<file path="src/rtl/cpu_eu_stack_if.sv">
// Bus bundle between the execution unit and its hardware LIFO stack.
// The EU side uses the master modport; the stack itself uses the slave modport.
interface cpu_eu_stack_if #(
  parameter int WIDTH = 16,
  parameter int DEPTH = 8
);
  localparam int PTR_W = $clog2(DEPTH) + 1;

  logic             push;
  logic             pop;
  logic [WIDTH-1:0] D_in;
  logic [WIDTH-1:0] D_out;
  logic             valid;
  logic [PTR_W-1:0] sp;
  logic             empty;
  logic             full;
  logic             err;

  modport master (
    output push, pop, D_in,
    input  D_out, valid, sp, empty, full, err
  );

  modport slave (
    input  push, pop, D_in,
    output D_out, valid, sp, empty, full, err
  );
endinterface

</file>
<file path="src/rtl/cpu_eu_stack.sv">
// cpu_eu_stack: hardware LIFO beside the EU register pair on the D_in/D_out path.
// Holds return addresses and saved operands; pop data is registered with 1-cycle latency.
// Build option: CPU_EU_STACK_STICKY_ERR_EN makes err sticky until reset;
// without it err pulses for one cycle after each overflow/underflow request.
module cpu_eu_stack #(
  parameter int WIDTH = 16,
  parameter int DEPTH = 8
) (
  input logic           clk,
  input logic           reset,
  cpu_eu_stack_if.slave bus
);
  localparam int PTR_W = $clog2(DEPTH) + 1;
  localparam int IDX_W = $clog2(DEPTH);

  logic [WIDTH-1:0] mem_q [DEPTH];

  logic [PTR_W-1:0] sp_q, sp_d;
  logic [WIDTH-1:0] dOut_q, dOut_d;
  logic             valid_q, valid_d;
  logic             err_q, err_d;

  logic             isEmpty;
  logic             isFull;
  logic [IDX_W-1:0] wrIdx;
  logic [IDX_W-1:0] topIdx;
  logic [IDX_W-1:0] memAddr;
  logic             memWe;
  logic             errEvent;

  assign isEmpty = (sp_q == '0);
  assign isFull  = (sp_q == PTR_W'(DEPTH));
  assign wrIdx   = IDX_W'(sp_q);
  assign topIdx  = IDX_W'(sp_q - PTR_W'(1));

  // Decode push/pop into next pointer, pop data, memory write and error event.
  // Push+pop on a non-empty stack replaces the top; on an empty stack it bypasses D_in.
  always_comb begin
    sp_d     = sp_q;
    dOut_d   = dOut_q;
    valid_d  = 1'b0;
    errEvent = 1'b0;
    memWe    = 1'b0;
    memAddr  = wrIdx;
    case ({bus.push, bus.pop})
      2'b10: begin
        if (isFull) begin
          errEvent = 1'b1;
        end else begin
          memWe   = 1'b1;
          memAddr = wrIdx;
          sp_d    = sp_q + PTR_W'(1);
        end
      end
      2'b01: begin
        if (isEmpty) begin
          errEvent = 1'b1;
        end else begin
          dOut_d  = mem_q[topIdx];
          sp_d    = sp_q - PTR_W'(1);
          valid_d = 1'b1;
        end
      end
      2'b11: begin
        valid_d = 1'b1;
        if (isEmpty) begin
          dOut_d = bus.D_in;
        end else begin
          dOut_d  = mem_q[topIdx];
          memWe   = 1'b1;
          memAddr = topIdx;
        end
      end
      default: begin
      end
    endcase
`ifdef CPU_EU_STACK_STICKY_ERR_EN
    err_d = err_q | errEvent;
`else
    err_d = errEvent;
`endif
  end

  // Control and output registers; reset abandons any operation in flight.
  always_ff @(posedge clk or posedge reset) begin
    if (reset) begin
      sp_q    <= '0;
      dOut_q  <= '0;
      valid_q <= 1'b0;
      err_q   <= 1'b0;
    end else begin
      sp_q    <= sp_d;
      dOut_q  <= dOut_d;
      valid_q <= valid_d;
      err_q   <= err_d;
    end
  end

  // Storage array; its contents after reset are meaningless since sp returns to 0.
  always_ff @(posedge clk) begin
    if (memWe) begin
      mem_q[memAddr] <= bus.D_in;
    end
  end

  assign bus.D_out = dOut_q;
  assign bus.valid = valid_q;
  assign bus.sp    = sp_q;
  assign bus.empty = isEmpty;
  assign bus.full  = isFull;
  assign bus.err   = err_q;
endmodule
</file>
<file path="src/flat_wrapper.sv">
// flat-port wrapper written by rule: the top's interface ports become plain ports
module cpu_eu_stack_flat 
#(
  parameter int WIDTH = 16,
  parameter int DEPTH = 8
)
  (clk, reset, bus_push, bus_pop, bus_D_in, bus_D_out, bus_valid, bus_sp, bus_empty, bus_full, bus_err);
  cpu_eu_stack_if #(.WIDTH(WIDTH), .DEPTH(DEPTH)) bus_i ();
  input logic clk;
  input logic reset;
  input wire logic [$bits(bus_i.push)-1:0] bus_push;
  input wire logic [$bits(bus_i.pop)-1:0] bus_pop;
  input wire logic [$bits(bus_i.D_in)-1:0] bus_D_in;
  output wire logic [$bits(bus_i.D_out)-1:0] bus_D_out;
  output wire logic [$bits(bus_i.valid)-1:0] bus_valid;
  output wire logic [$bits(bus_i.sp)-1:0] bus_sp;
  output wire logic [$bits(bus_i.empty)-1:0] bus_empty;
  output wire logic [$bits(bus_i.full)-1:0] bus_full;
  output wire logic [$bits(bus_i.err)-1:0] bus_err;
  assign bus_i.push = bus_push;
  assign bus_i.pop = bus_pop;
  assign bus_i.D_in = bus_D_in;
  assign bus_D_out = bus_i.D_out;
  assign bus_valid = bus_i.valid;
  assign bus_sp = bus_i.sp;
  assign bus_empty = bus_i.empty;
  assign bus_full = bus_i.full;
  assign bus_err = bus_i.err;
  cpu_eu_stack #(.WIDTH(WIDTH), .DEPTH(DEPTH)) u_core (.clk(clk), .reset(reset), .bus(bus_i));
endmodule
</file>
<file path="config.mk">
export PLATFORM = sky130hd
export DESIGN_NAME = cpu_eu_stack_flat
export DESIGN_NICKNAME = d
export VERILOG_FILES = /design/src/rtl/cpu_eu_stack_if.sv /design/src/rtl/cpu_eu_stack.sv /design/src/flat_wrapper.sv
export SDC_FILE = /design/constraint.sdc
export NUM_CORES = 1
export LEC_CHECK = 0
export CELL_PAD_IN_SITES_DETAIL_PLACEMENT = 2
export CELL_PAD_IN_SITES_GLOBAL_PLACEMENT = 2
export CORE_AREA = 2 2 187 97
export CTS_CLUSTER_SIZE = 28
export DETAILED_ROUTE_END_ITERATION = 10
export DIE_AREA = 0 0 189 99
export PLACE_DENSITY_LB_ADDON = 0.1
export SYNTH_ARGS = -nofsm -noshare
export SYNTH_HDL_FRONTEND = slang
export SYNTH_SLANG_ARGS = --single-unit
</file>
<file path="constraint.sdc">
create_clock -name clk -period 2.84 [get_ports clk]
set_input_delay 0.71 -clock clk [delete_from_list [all_inputs] [get_ports clk]]
set_output_delay 0.71 -clock clk [all_outputs]
set_load 0.01 [all_outputs]
</file>
==> flow_metrics.tcl <==
set metrics [dict create \
    ff2ff_path_depth 7 \
    h-tree-depth 4 \
    r2r_end "u_core.bus.D_out[8]" \
    area_delta_synth_final_pct 23.4 \
    initial_core_util 0.384 \
    avgSynthCellArea_um2 15.9 \
    cts_sinks 150 \
    power_density_nw_per_um2 1170 \
    hpwl_um 13300 \
    postCtsSetupBuffers 0 \
    final_common_cell "edfxtp_1" \
    async_flop_share 0.147 \
    drv_cap 0 \
    slew_headroom 0.230 \
    pre_cts_slack_ns -0.108 \
    top_level_ports 44 \
    finalPower_uw 9510 \
    fp.dieW_um 189 \
    row_count 34 \
    whs_ns 0.548 \
    fmax_ghz 0.363 \
    power.leakage_uw 0.00284 \
    hold_end "u_core.bus.D_out[11]" \
    dieArea_um2 18700 \
    fin_skew_ns 0.0118 \
    yosys_warnings 0 \
    timing.rr.start "u_core.bus.sp[1]" \
    route.detailed.drc 0 \
    clkTransAtPathRegs_ns 0.07 \
    dr.pass1.iters 6 \
    vdd_drop_max_uv 680 \
    grt-ovfl-total 0 \
    fin_ws_ns 0.0821 \
    grt_pass1_vias 4413 \
    worstPathMaxFanout 9 \
    ctsRootBufferMaster "clkbuf_16" \
    min_path_cells 2 \
    setup_viol 0 \
    synth_nets 438 \
    wl_per_cell_um 26.6 \
    synth_cells 413 \
    clockBufferDepth 2 \
    status "completed" \
    finalMaxSlewViolations 0 \
    antenna_cells 0 \
    numCtsBuffers 17 \
    gp_congestion 0.792 \
    arrival_ns 2.05 \
    worst_slew_pin_slew_ns 1.15 \
    tns_ns 0 \
    final_cell_mix "edfxtp_1, clkdlybuf4s50_1, mux2i_1" \
    min_path_type "flip-flop to flip-flop" \
    min-delay-start "u_core.bus.D_out[11]" \
    seq_area_frac_synth 0.670 \
    antenna_left 0 \
    track_usage 0.218 \
    ctsHoldBuffers 0 \
    viasPerCell 5.62 \
    required_ns 2.13 \
    synth_cell_type_count 48 \
    drt-initial-drc-count 425 \
    die_y_um 99 \
    numPortBuffers 43 \
    path_class "flip-flop to output pin" \
    fin_crit_ns 2.76 \
    clk_latency_ns 0.42 \
    routed_wl_um 19500 \
    grt_pass1_wl_um 29200 \
    synth_edf_count 128 \
    cts_tree "built" \
    startpoint_type "flip-flop" \
    grt_max_degree 31 \
    n_fill_cell 1591 \
    rsz0062_at_grt "false" \
    fin_util 0.474 \
    finalNetCount 512 \
    r2r_setup_slack_ns 0.28 \
    final-hold-violation-count 0 \
    drive_above_1_share 0.196 \
    syn-cell-area_um2 6560 \
    vias 4127 \
    antenna_found_initial 0 \
    yosys_register_bits 150 \
    post-route-period-util 0.971 \
    core_area_um2 17100 \
    crit_path_end_kind "output pin" \
    synth_flop_cell "edfxtp_1" \
]
-- cell usage after synthesis, drive strengths merged, types with 2 or more instances --
| cell | count | area [um^2] |
|---|---|---|
| nand4 | 2 | 12.5 |
| clkbuf | 8 | 30.0 |
| buf | 14 | 109 |
| nand2 | 15 | 58.8 |
| nand3 | 12 | 60.1 |
| a22oi | 28 | 210 |
| edfxtp | 128 | 3840 |
| dfrtp | 22 | 551 |
| mux2i | 31 | 310 |
| a21oi | 10 | 50.1 |
| nor2 | 17 | 73.8 |
| xor2 | 2 | 17.5 |
| and3 | 3 | 18.8 |
| xnor2 | 3 | 33.8 |
| o2bb2ai | 2 | 17.5 |
| mux4 | 20 | 469 |
| a211oi | 5 | 37.5 |
| ha | 5 | 62.6 |
| o21ai | 18 | 97.6 |
| o22ai | 8 | 50.1 |
| nor2b | 26 | 163 |
| inv | 8 | 32.5 |
| a311o | 5 | 50.1 |
| a311oi | 5 | 43.8 |
| mux2 | 6 | 67.6 |
-- per-layer routing --
layer  global-route usage  up-vias  wire [um]
li1                     -     1799          -
met1                0.328     2219       9840
met3               0.0399       11        839
met2                0.329       98       8700
met4               0.0481        0        126
met5                    0        -          0
-- final cells by class --
cell class | instances | area [um^2] | share of cell area
multi-input cells | 234 | 2050 | 0.253
repair buffers | 76 | 739 | 0.0914
clock buffers | 18 | 429 | 0.0530
well taps | 234 | 293 | 0.0362
inverters | 8 | 32.5 | 0.00402
flip-flops and latches | 150 | 4400 | 0.543
clock inverters | 14 | 153 | 0.0189
-- critical path, cell delays in order (launching register included) --
cell and delay (ns):
dfrtp_1 0.39, inv_2 0.11, ha_4 0.26, nand3_1 0.20
inv_1 0.13, clkdlybuf4s50_1 0.54
-- per-stage QoR --
stage / instance area [um^2] / instances
floorplan: 6560 / 413
global placement: 7470 / 701
detailed placement: 7470 / 701
CTS: 8080 / 733
global route: 8090 / 734
finish: 8090 / 734
-- worst max-delay path by stage --
stage | from | to
finish | u_core.bus.sp[0] | bus_full
CTS | u_core.bus.sp[1] | u_core.bus.D_out[1]
global placement | u_core.bus.sp[0] | u_core.bus.D_out[1]
detailed placement | u_core.bus.sp[1] | u_core.bus.D_out[1]
floorplan | u_core.bus.sp[0] | u_core.mem_q[5][0]
global route | u_core.bus.sp[0] | bus_full
-- flip-flops by register name (all words and copies together) (netlist names) --
name and count:
u_core.bus.sp 4, u_core.bus.D_out 16, u_core.bus.err 1, u_core.bus.valid 1, u_core.mem_q 128
-- logic make-up after synthesis --
group	Yosys count	share of synthesized area
simple gates	81	0.0676
flops	150	0.670
mux	57	0.129
fa+ha+maj	5	0.00954
buf+inv	30	0.0261
xor+xnor	5	0.00783
compound gates	85	0.0895
-- what timing repair did --
item,in CTS,in global routing
hold endpoints to repair,0,0
endpoints found under the setup margin,7,5
resized for setup,7,1
pin swaps,0,1
gates cloned,0,1
-- power breakdown --
group / internal, uW / switching (uW) / total [uW] / leakage (uW)
clock network: 1300 / 946 / 2250 / 0.000273
logic: 1900 / 2350 / 4250 / 0.00114
registers: 2800 / 201 / 3000 / 0.00142
total: 6010 / 3500 / 9510 / 0.00284
Note: power is estimated with default switching activity, not from simulation.
